<file path="config.mk">
export PLATFORM = sky130hd
export DESIGN_NAME = n_serial_rx_decoder
export DESIGN_NICKNAME = d
export VERILOG_FILES = /design/src/rtl/n_serial_rx_decoder_pkg.sv /design/src/rtl/n_serial_rx_sync.sv /design/src/rtl/n_serial_rx_decoder.sv
export SDC_FILE = /design/constraint.sdc
export NUM_CORES = 1
export LEC_CHECK = 0
export CAP_MARGIN = 30
export CORE_UTILIZATION = 55
export CTS_CLUSTER_DIAMETER = 100
export CTS_CLUSTER_SIZE = 30
export DETAILED_ROUTE_END_ITERATION = 10
export PLACE_DENSITY_LB_ADDON = 0.08
export SYNTH_ARGS = -nofsm -noshare
export SYNTH_HDL_FRONTEND = slang
export SYNTH_SLANG_ARGS = --single-unit
</file>
<file path="constraint.sdc">
create_clock -name clk -period 1.63 [get_ports clk]
set_input_delay 0.4075 -clock clk [delete_from_list [all_inputs] [get_ports clk]]
set_output_delay 0.4075 -clock clk [all_outputs]
set_load 0.02 [all_outputs]
</file>
<file path="src/rtl/n_serial_rx_decoder_pkg.sv">
// Shared N-serial receive definitions: decoder state encoding and 25 MHz timing defaults.
`default_nettype none

package n_serial_rx_decoder_pkg;

  typedef enum logic [1:0] {
    NSR_RESYNC = 2'd0,
    NSR_IDLE   = 2'd1,
    NSR_BIT    = 2'd2
  } nsr_state_t;

  // Defaults at 25 MHz, kept in step with the transmit timebase.
  localparam int NS_SAMPLE_CYCLES  = 50;
  localparam int NS_IDLE_CYCLES    = 150;
  localparam int NS_MAX_LOW_CYCLES = 125;
  localparam int NS_CNT_W          = 8;

endpackage

`default_nettype wire

</file>
<file path="src/rtl/n_serial_rx_sync.sv">
// Line synchronizer, optional glitch filter (N_SERIAL_GLITCH_FILTER_EN) and falling-edge detector.
`default_nettype none

module n_serial_rx_sync (
  input  logic clk,
  input  logic reset,
  input  logic rx,
  output logic rx_s,
  output logic fall
);

  logic meta;
  logic sync;
  logic rx_s_q;

  always_ff @(posedge clk or negedge reset) begin
    if (!reset) begin
      meta <= 1'b0;
      sync <= 1'b0;
    end else begin
      meta <= rx;
      sync <= meta;
    end
  end

`ifdef N_SERIAL_GLITCH_FILTER_EN
  logic [1:0] hist;
  logic       held;
  logic       all_eq;

  // Output follows the line only once three consecutive samples agree.
  assign all_eq = (sync == hist[0]) && (hist[0] == hist[1]);
  assign rx_s   = all_eq ? sync : held;

  always_ff @(posedge clk or negedge reset) begin
    if (!reset) begin
      hist <= 2'b00;
      held <= 1'b0;
    end else begin
      hist <= {hist[0], sync};
      held <= rx_s;
    end
  end
`else
  assign rx_s = sync;
`endif

  always_ff @(posedge clk or negedge reset) begin
    if (!reset) begin
      rx_s_q <= 1'b0;
    end else begin
      rx_s_q <= rx_s;
    end
  end

  assign fall = rx_s_q & ~rx_s;

endmodule

`default_nettype wire

</file>
<file path="src/rtl/n_serial_rx_decoder.sv">
// N-serial receive bit decoder: pulse-width-coded line to start/strobe/data/stop/error pulses.
// Glitch filtering in the sync stage is enabled by defining N_SERIAL_GLITCH_FILTER_EN.
`default_nettype none

module n_serial_rx_decoder
  import n_serial_rx_decoder_pkg::*;
#(
  parameter int SAMPLE_CYCLES  = NS_SAMPLE_CYCLES,
  parameter int IDLE_CYCLES    = NS_IDLE_CYCLES,
  parameter int MAX_LOW_CYCLES = NS_MAX_LOW_CYCLES,
  parameter int CNT_W          = NS_CNT_W
) (
  input  logic clk,
  input  logic reset,
  input  logic rx,
  output logic rx_start,
  output logic rx_strobe,
  output logic rx_data,
  output logic rx_stop,
  output logic rx_error
);

  localparam logic [CNT_W-1:0] SAMPLE_AT   = CNT_W'(SAMPLE_CYCLES);
  localparam logic [CNT_W-1:0] IDLE_AT     = CNT_W'(IDLE_CYCLES);
  localparam logic [CNT_W-1:0] MAX_LOW_AT  = CNT_W'(MAX_LOW_CYCLES);

  logic             rx_s;
  logic             fall;
  logic [CNT_W-1:0] cnt;
  logic             pend_v;
  logic             pend_d;
  nsr_state_t       state;

  n_serial_rx_sync u_sync (
    .clk   (clk),
    .reset (reset),
    .rx    (rx),
    .rx_s  (rx_s),
    .fall  (fall)
  );

  // While resynchronising, a low line restarts the idle measurement.
  always_ff @(posedge clk or negedge reset) begin
    if (!reset) begin
      cnt <= '0;
    end else if (fall || (state == NSR_RESYNC && !rx_s)) begin
      cnt <= '0;
    end else if (cnt != '1) begin
      cnt <= cnt + 1'b1;
    end
  end

  always_ff @(posedge clk or negedge reset) begin
    if (!reset) begin
      state     <= NSR_RESYNC;
      pend_v    <= 1'b0;
      pend_d    <= 1'b0;
      rx_start  <= 1'b0;
      rx_strobe <= 1'b0;
      rx_data   <= 1'b0;
      rx_stop   <= 1'b0;
      rx_error  <= 1'b0;
    end else begin
      rx_start  <= 1'b0;
      rx_strobe <= 1'b0;
      rx_stop   <= 1'b0;
      rx_error  <= 1'b0;
      case (state)
        NSR_RESYNC: begin
          if (rx_s && cnt >= IDLE_AT) begin
            state <= NSR_IDLE;
          end
        end
        NSR_IDLE: begin
          if (fall) begin
            rx_start <= 1'b1;
            pend_v   <= 1'b0;
            state    <= NSR_BIT;
          end
        end
        NSR_BIT: begin
          // An edge always takes priority over a coincident sample or timeout.
          if (fall) begin
            if (pend_v) begin
              rx_strobe <= 1'b1;
              rx_data   <= pend_d;
              pend_v    <= 1'b0;
            end else begin
              rx_error <= 1'b1;
              state    <= NSR_RESYNC;
            end
          end else if (cnt == SAMPLE_AT) begin
            pend_d <= rx_s;
            pend_v <= 1'b1;
          end else if (!rx_s && cnt == MAX_LOW_AT) begin
            rx_error <= 1'b1;
            state    <= NSR_RESYNC;
          end else if (rx_s && cnt == IDLE_AT) begin
            // Only a pending '1' is a stop bit; a trailing '0' is a broken frame.
            if (pend_v && pend_d) begin
              rx_stop <= 1'b1;
            end else begin
              rx_error <= 1'b1;
            end
            state <= NSR_IDLE;
          end
        end
        default: begin
          state <= NSR_RESYNC;
        end
      endcase
    end
  end

endmodule

`default_nettype wire

</file>
## After elaboration in Yosys (flattened, before gate mapping)

Cells that the tools add are included.

| operators by class | value |
|---|---|
| add/sub/neg operators | 1 |
| multipliers | 0 |
| divide/modulo/power cells | 0 |
| magnitude comparators | 1 |
| equality and inequality tests | 12 |
| shift-type cells | 0 |
| muxes and demuxes | 32 |
| bitwise gates (word level) | 3 |
| reductions and logical operators | 14 |

Operator list:

| operator | count |
|---|---|
| $mux W1 | 21 |
| $mux W8 | 2 |
| $mux W2 | 7 |
| $ne A3 B3 Y1 const B | 3 |
| $reduce_and A3 Y1 | 3 |
| $add A8 B1 Y8 const B | 1 |
| $eq A8 B6 Y1 const B | 1 |
| $eq A8 B7 Y1 const B | 1 |
| $eq A8 B8 Y1 const B | 1 |
| $ge A8 B8 Y1 const B | 1 |
| $ne A8 B8 Y1 const B | 1 |
| $pmux W2 S3 | 1 |
| $logic_and A1 B1 Y1 | 5 |
| $reduce_and A5 Y1 | 1 |
| $ne A4 B4 Y1 const B | 1 |
| $reduce_bool A2 Y1 | 2 |
| $eq A2 B1 Y1 const B | 1 |
| $eq A2 B2 Y1 const B | 1 |
| $logic_not A2 Y1 | 1 |
| $ne A2 B1 Y1 const B | 1 |
| $ne A2 B2 Y1 const B | 1 |
| $not A1 Y1 | 2 |
| $pmux W1 S2 | 1 |
| $and A1 B1 Y1 | 1 |
| other kinds (2) | 2 |

| storage, ports and cells | value |
|---|---|
| bits in registers | 20 |
| bits in latches | 0 |
| RAM bits | 0 |
| bits in read-only memories | 0 |
| input port bits | 3 |
| output and inout port bits | 5 |
| word-level logic and storage cells | 75 |
| memories | 0 |

## Longest topological paths before layout

| depth | value |
|---|---|
| depth after elaboration | 7 |
| mapped depth | 7 |
| gate-level depth less buffers | 7 |

## Modules after synthesis

From an unflattened synthesis, not the netlist that was laid out.

| second synthesis, totals | value |
|---|---|
| cells, all modules | 112 |
| area total of the unflattened synthesis | 1213.7 um^2 |

Modules (own cells, without submodules):

| module | times used | cells each | area an instance (um^2) | sequential area each (um^2) |
|---|---|---|---|---|
| n_serial_rx_decoder | 1 | 108 | 1124.8 | 425.4 |
| n_serial_rx_sync | 1 | 4 | 88.8 | 75.1 |

## Worst setup path after synthesis

No wires, ideal clock.

| timing path | value |
|---|---|
| kind | reg-to-reg |
| start | register cnt[0] |
| end | register pend_d |
| setup time | 128 ps |
| arrival | 1288 ps |
| required time | 1502 ps |
| path slack | 215 ps |
| cell stages (with the launch flop) | 7 |
| buffers on the path | 0 |
| clock period less this slack | 1415 ps |
| path through | dfrtp_1 -> inv_1 -> ha_1 -> nor3b_2 -> nand2_1 -> nor2_1 -> mux2_1 |

| on the way | value |
|---|---|
| longest elaborated chain between the ends | 2 |

Ends and longest elaborated chain:

| element | line | RTL |
|---|---|---|
| from (decl) | n_serial_rx_decoder.sv:29 | `logic [CNT_W-1:0] cnt;` |
| from (signal assigned) | n_serial_rx_decoder.sv:49 | `cnt <= cnt + 1'b1;` |
| $eq A8 B6 Y1 | n_serial_rx_decoder.sv:92 | `end else if (cnt == SAMPLE_AT) begin` |
| $reduce_and A3 Y1 (no source line) | - |  |
| to (signal assigned) | n_serial_rx_decoder.sv:93 | `pend_d <= rx_s;` |
| to (decl) | n_serial_rx_decoder.sv:31 | `logic pend_d;` |

No other way between the ends.
A chain may end at the register's enable or synchronous reset.

## Final worst setup path

| timing path | value |
|---|---|
| start | register cnt[3] |
| end | register state[1] |

| on the way | value |
|---|---|
| longest elaborated chain between the ends | 6 |
| elaborated cells between the ends (all ways) | 15 |
| those cells by class | order compare (1); eq/ne (6); mux (4); reduce/logical (4) |

Ends and longest elaborated chain:

| element | line | RTL |
|---|---|---|
| parallel branches: the longest is 6 deep, another holds $ge A8 B8 Y1 | - |  |
| to (signal assigned) | n_serial_rx_decoder.sv:71 | `state <= NSR_IDLE;` |
| to (signal assigned) | n_serial_rx_decoder.sv:90 | `state <= NSR_RESYNC;` |
| to (signal assigned) | n_serial_rx_decoder.sv:97 | `state <= NSR_RESYNC;` |
| to (decl) | n_serial_rx_decoder.sv:32 | `nsr_state_t state;` |

Parallel ways; which one is timed is not known. The select of a mux whose other input is x is not followed.

==> results.json <==
{
  "timing.critical_path.from": "cnt[3]$_DFFE_PN0P_",
  "timing.critical_path.to": "state[1]$_DFFE_PN0P_",
  "synth_largest_type_area_fraction_pct": 50.9,
  "route.antenna.remaining_nets": 0,
  "gpl.final_weighted_congestion": 0.813,
  "flow.area_growth_from_synthesis_pct": 20.7,
  "placedCellCount": 132,
  "regToRegEndpoint": "state[1]$_DFFE_PN0P_",
  "power.ir.vdd_worst_mv": 0.588,
  "synth_top_cells_by_area": "dfrtp_1 (51%), nor2_1 (4.6%), ha_1 (3.8%), nand2_1 (3.8%), xor2_1 (3.6%)",
  "layout-drive-gt1-share_pct": 16.7,
  "cts_made_buffers": 3,
  "yosys_warnings": 0,
  "avgRoutedWirePerCell_um": 13.7,
  "critPathMaxStageDelay_ns": 0.50,
  "grt_first_pass_wirelength_um": 3260,
  "timing.reg2reg.worst_path_depth": 5,
  "final_routed_drc_violation_total": 0,
  "setup-violations-final": 0,
  "post-route-cell-area_mm2": 0.00119,
  "dr.pass1.iters": 4,
  "detailedPlace.worstSlack_ns": 0.0618,
  "grt_max_degree": 21,
  "synthArstFlopShare_pct": 100,
  "cp.arrival_ns": 1.70,
  "cts_root_buffer": "clkbuf_4",
  "worstSetupStartpointType": "flip-flop",
  "synth.most_common_cell": "dfrtp_1",
  "grt_antenna_before_repair": 0,
  "postLayoutSetupSlackWorst_ns": 0.114,
  "clock_tree_from_tritoncts": "yes",
  "h-tree-depth": 1,
  "timing.slew.headroom_pct": 81.4,
  "cp-end-kind": "flip-flop",
  "maxSlewViolCount": 0,
  "layout.cells.non_filler": 138,
  "outcome": "finished, final reports clean",
  "r2r_start": "cnt[3]$_DFFE_PN0P_",
  "mapped_cells": 95,
  "hold_violations": 0,
  "route.final.wire_length_um": 1890,
  "power.density_cell_area_mw_per_mm2": 739,
  "ys_dominant_reg_cell": "dfrtp_1",
  "floorplan.initialDensity_pct": 61.7,
  "class_of_the_tightest_hold_or_removal_check": "flip-flop to flip-flop",
  "ys_seq_elements": 20,
  "die_area_mm2": 0.00196,
  "synthDistinctLibCells": 30,
  "clk_pin_slew_worst_paths_ns": 0.12,
  "core_region_area_mm2": 0.00159,
  "cts_sinks": 20,
  "routed_via_density": 5.59,
  "finalCriticalPeriod_ns": 1.52,
  "worst-path-max-fanout": 6,
  "timing.setup.tns_ns": 0,
  "r2r_slack_ns": 0.11,
  "crit_slowest_cell": "dfrtp_1",
  "post_synth.cell_area_avg_um2": 10.4,
  "dieHeight_um": 44.3,
  "clk_lat_worst_skew_ns": 0.30,
  "first_global_vias": 733,
  "worst_ep_required_time_ns": 1.81,
  "crit_path_cell_trace": "and4_2 > and4b_4 > o21ai_1 > nand2_1 > a31oi_1",
  "worstSetupPathType": "flip-flop to flip-flop",
  "layout_worst_path_cycle_share_pct": 93.0,
  "cts_hold_repair.buffers": 0,
  "crit_buf_inv": 0,
  "worst_pin_slew_ns": 0.279,
  "dpl-instance-area_mm2": 0.00113,
  "antenna_cells_inserted": 0,
  "row_count": 14,
  "netlist_top_cells_count": "dfrtp_1 (20), nor2_1 (12), nand2_1 (10)",
  "initialDrtViolationCount": 26,
  "leakage_nw": 0.581,
  "port-buffer-count": 7,
  "cap_viol_max_count": 0,
  "report.power.total_uw": 878,
  "cts.path.max_buffers": 2,
  "finish.net_count": 121,
  "via_total_after_detailed_routing": 772,
  "path_depth": 5,
  "syn_area_um2": 983,
  "die_w_um": 44.3,
  "synth_top_area_cell": "dfrtp_1",
  "timing.clock.skew_ns": 0.00971,
  "timing.hold.ws_ns": 0.370,
  "synth.yosys.seq_area_share_pct": 50.9,
  "count_of_flip_flops_with_a_built_in_enable_after_synthesis": 0,
  "grt-ovfl-total": 0,
  "layout.core_utilization_pct": 74.5,
  "timing.critical_path.max_delay_family": "simple AND/OR/NAND/NOR gates",
  "synth.net_count": 101,
  "groute.usage.overall_pct": 22.7,
  "place.detailed.hpwl_um": 1340,
  "boundaryPins": 8,
  "max_freq_ghz": 0.660
}
[final cells by class]
type                       count  area (µm²)
clock buffer                   4        36.3
timing repair buffer          16         135
tap                           24        30.0
fill                          96         407
inverter                       3        11.3
sequential                    20         503
multi-input combinational     71         472
[worst min path at each step]
stage / start / to / slack [ns] / cells past startpoint
finish: u_sync.meta$_DFF_PN0_ / u_sync.rx_s$_DFF_PN0_ / 0.37 / 0
global route: u_sync.meta$_DFF_PN0_ / u_sync.rx_s$_DFF_PN0_ / 0.38 / 0
CTS: u_sync.meta$_DFF_PN0_ / u_sync.rx_s$_DFF_PN0_ / 0.37 / 0
detailed placement: u_sync.meta$_DFF_PN0_ / u_sync.rx_s$_DFF_PN0_ / 0.34 / 0
global placement: u_sync.meta$_DFF_PN0_ / u_sync.rx_s$_DFF_PN0_ / 0.33 / 0
floorplan: reset / cnt[0]$_DFFE_PN0P_ / 0.11 / 0
[per-layer routing]
| metal | part of all wire [%] | track usage [%] | vias to the layer above | wire length (µm) |
|---|---|---|---|---|
| met5 | 0 | 0 | - | 0 |
| met3 | 5.7 | 3.67 | 7 | 107 |
| met1 | 47 | 31.0 | 363 | 892 |
| met4 | 1.9 | 7.27 | 0 | 36 |
| li1 | - | - | 374 | - |
| met2 | 45 | 37.1 | 28 | 851 |
[logic make-up (layout without fill, tap and decap cells)]
| kind of cell | count (synthesis) | count (layout) | share of synthesized area [%] |
|---|---|---|---|
| DFF | 20 | 20 | 50.9 |
| and+or+nand+nor | 47 | 47 | 27.7 |
| buffers and inverters | 4 | 23 | 1.91 |
| xor gates and xnor gates | 5 | 5 | 4.45 |
| muxes | 2 | 2 | 2.29 |
| adders and majority gates | 3 | 3 | 3.82 |
| AOI/OAI and AO/OA | 14 | 14 | 8.91 |
[cell usage in the layout, fill, tap and decap left out, types with 2 or more instances in the layout]
cell type,instances
dfrtp_1,18
nor2_1,12
nand2_1,10
buf_4,9
nand2b_1,4
a21oi_1,4
nor3_1,4
nand4_1,4
xor2_1,4
dlygate4sd2_1,4
inv_1,3
nand3_1,3
ha_1,3
clkbuf_4,3
nor2b_1,2
a211oi_1,2
o211ai_1,2
o21ai_1,2
mux2_1,2
dfrtp_2,2
clkdlybuf4s50_1,2
[where the power goes]
part           leakage [nW]  switching [mW]  internal, mW
Sequential            0.267          0.0138         0.507
Combinational         0.292          0.0336        0.0316
Clock                0.0210           0.156         0.136
[sequential cells by signal (all words and copies together) (netlist names)]
register	count
cnt	8
rx_start	1
state	2
rx_error	1
rx_strobe	1
u_sync.meta	1
u_sync.rx_s_q	1
pend_v	1
pend_d	1
rx_data	1
rx_stop	1
u_sync.rx_s	1
[timing repair]
item                                    4_1_cts  5_1_grt
endpoints found under the hold margin         0        0
gates resized for setup                       4        5
buffers inserted                              0        2
endpoints found under the setup margin        4        3
pin swaps                                     0        0
Note: power is estimated with default switching activity, not from simulation.
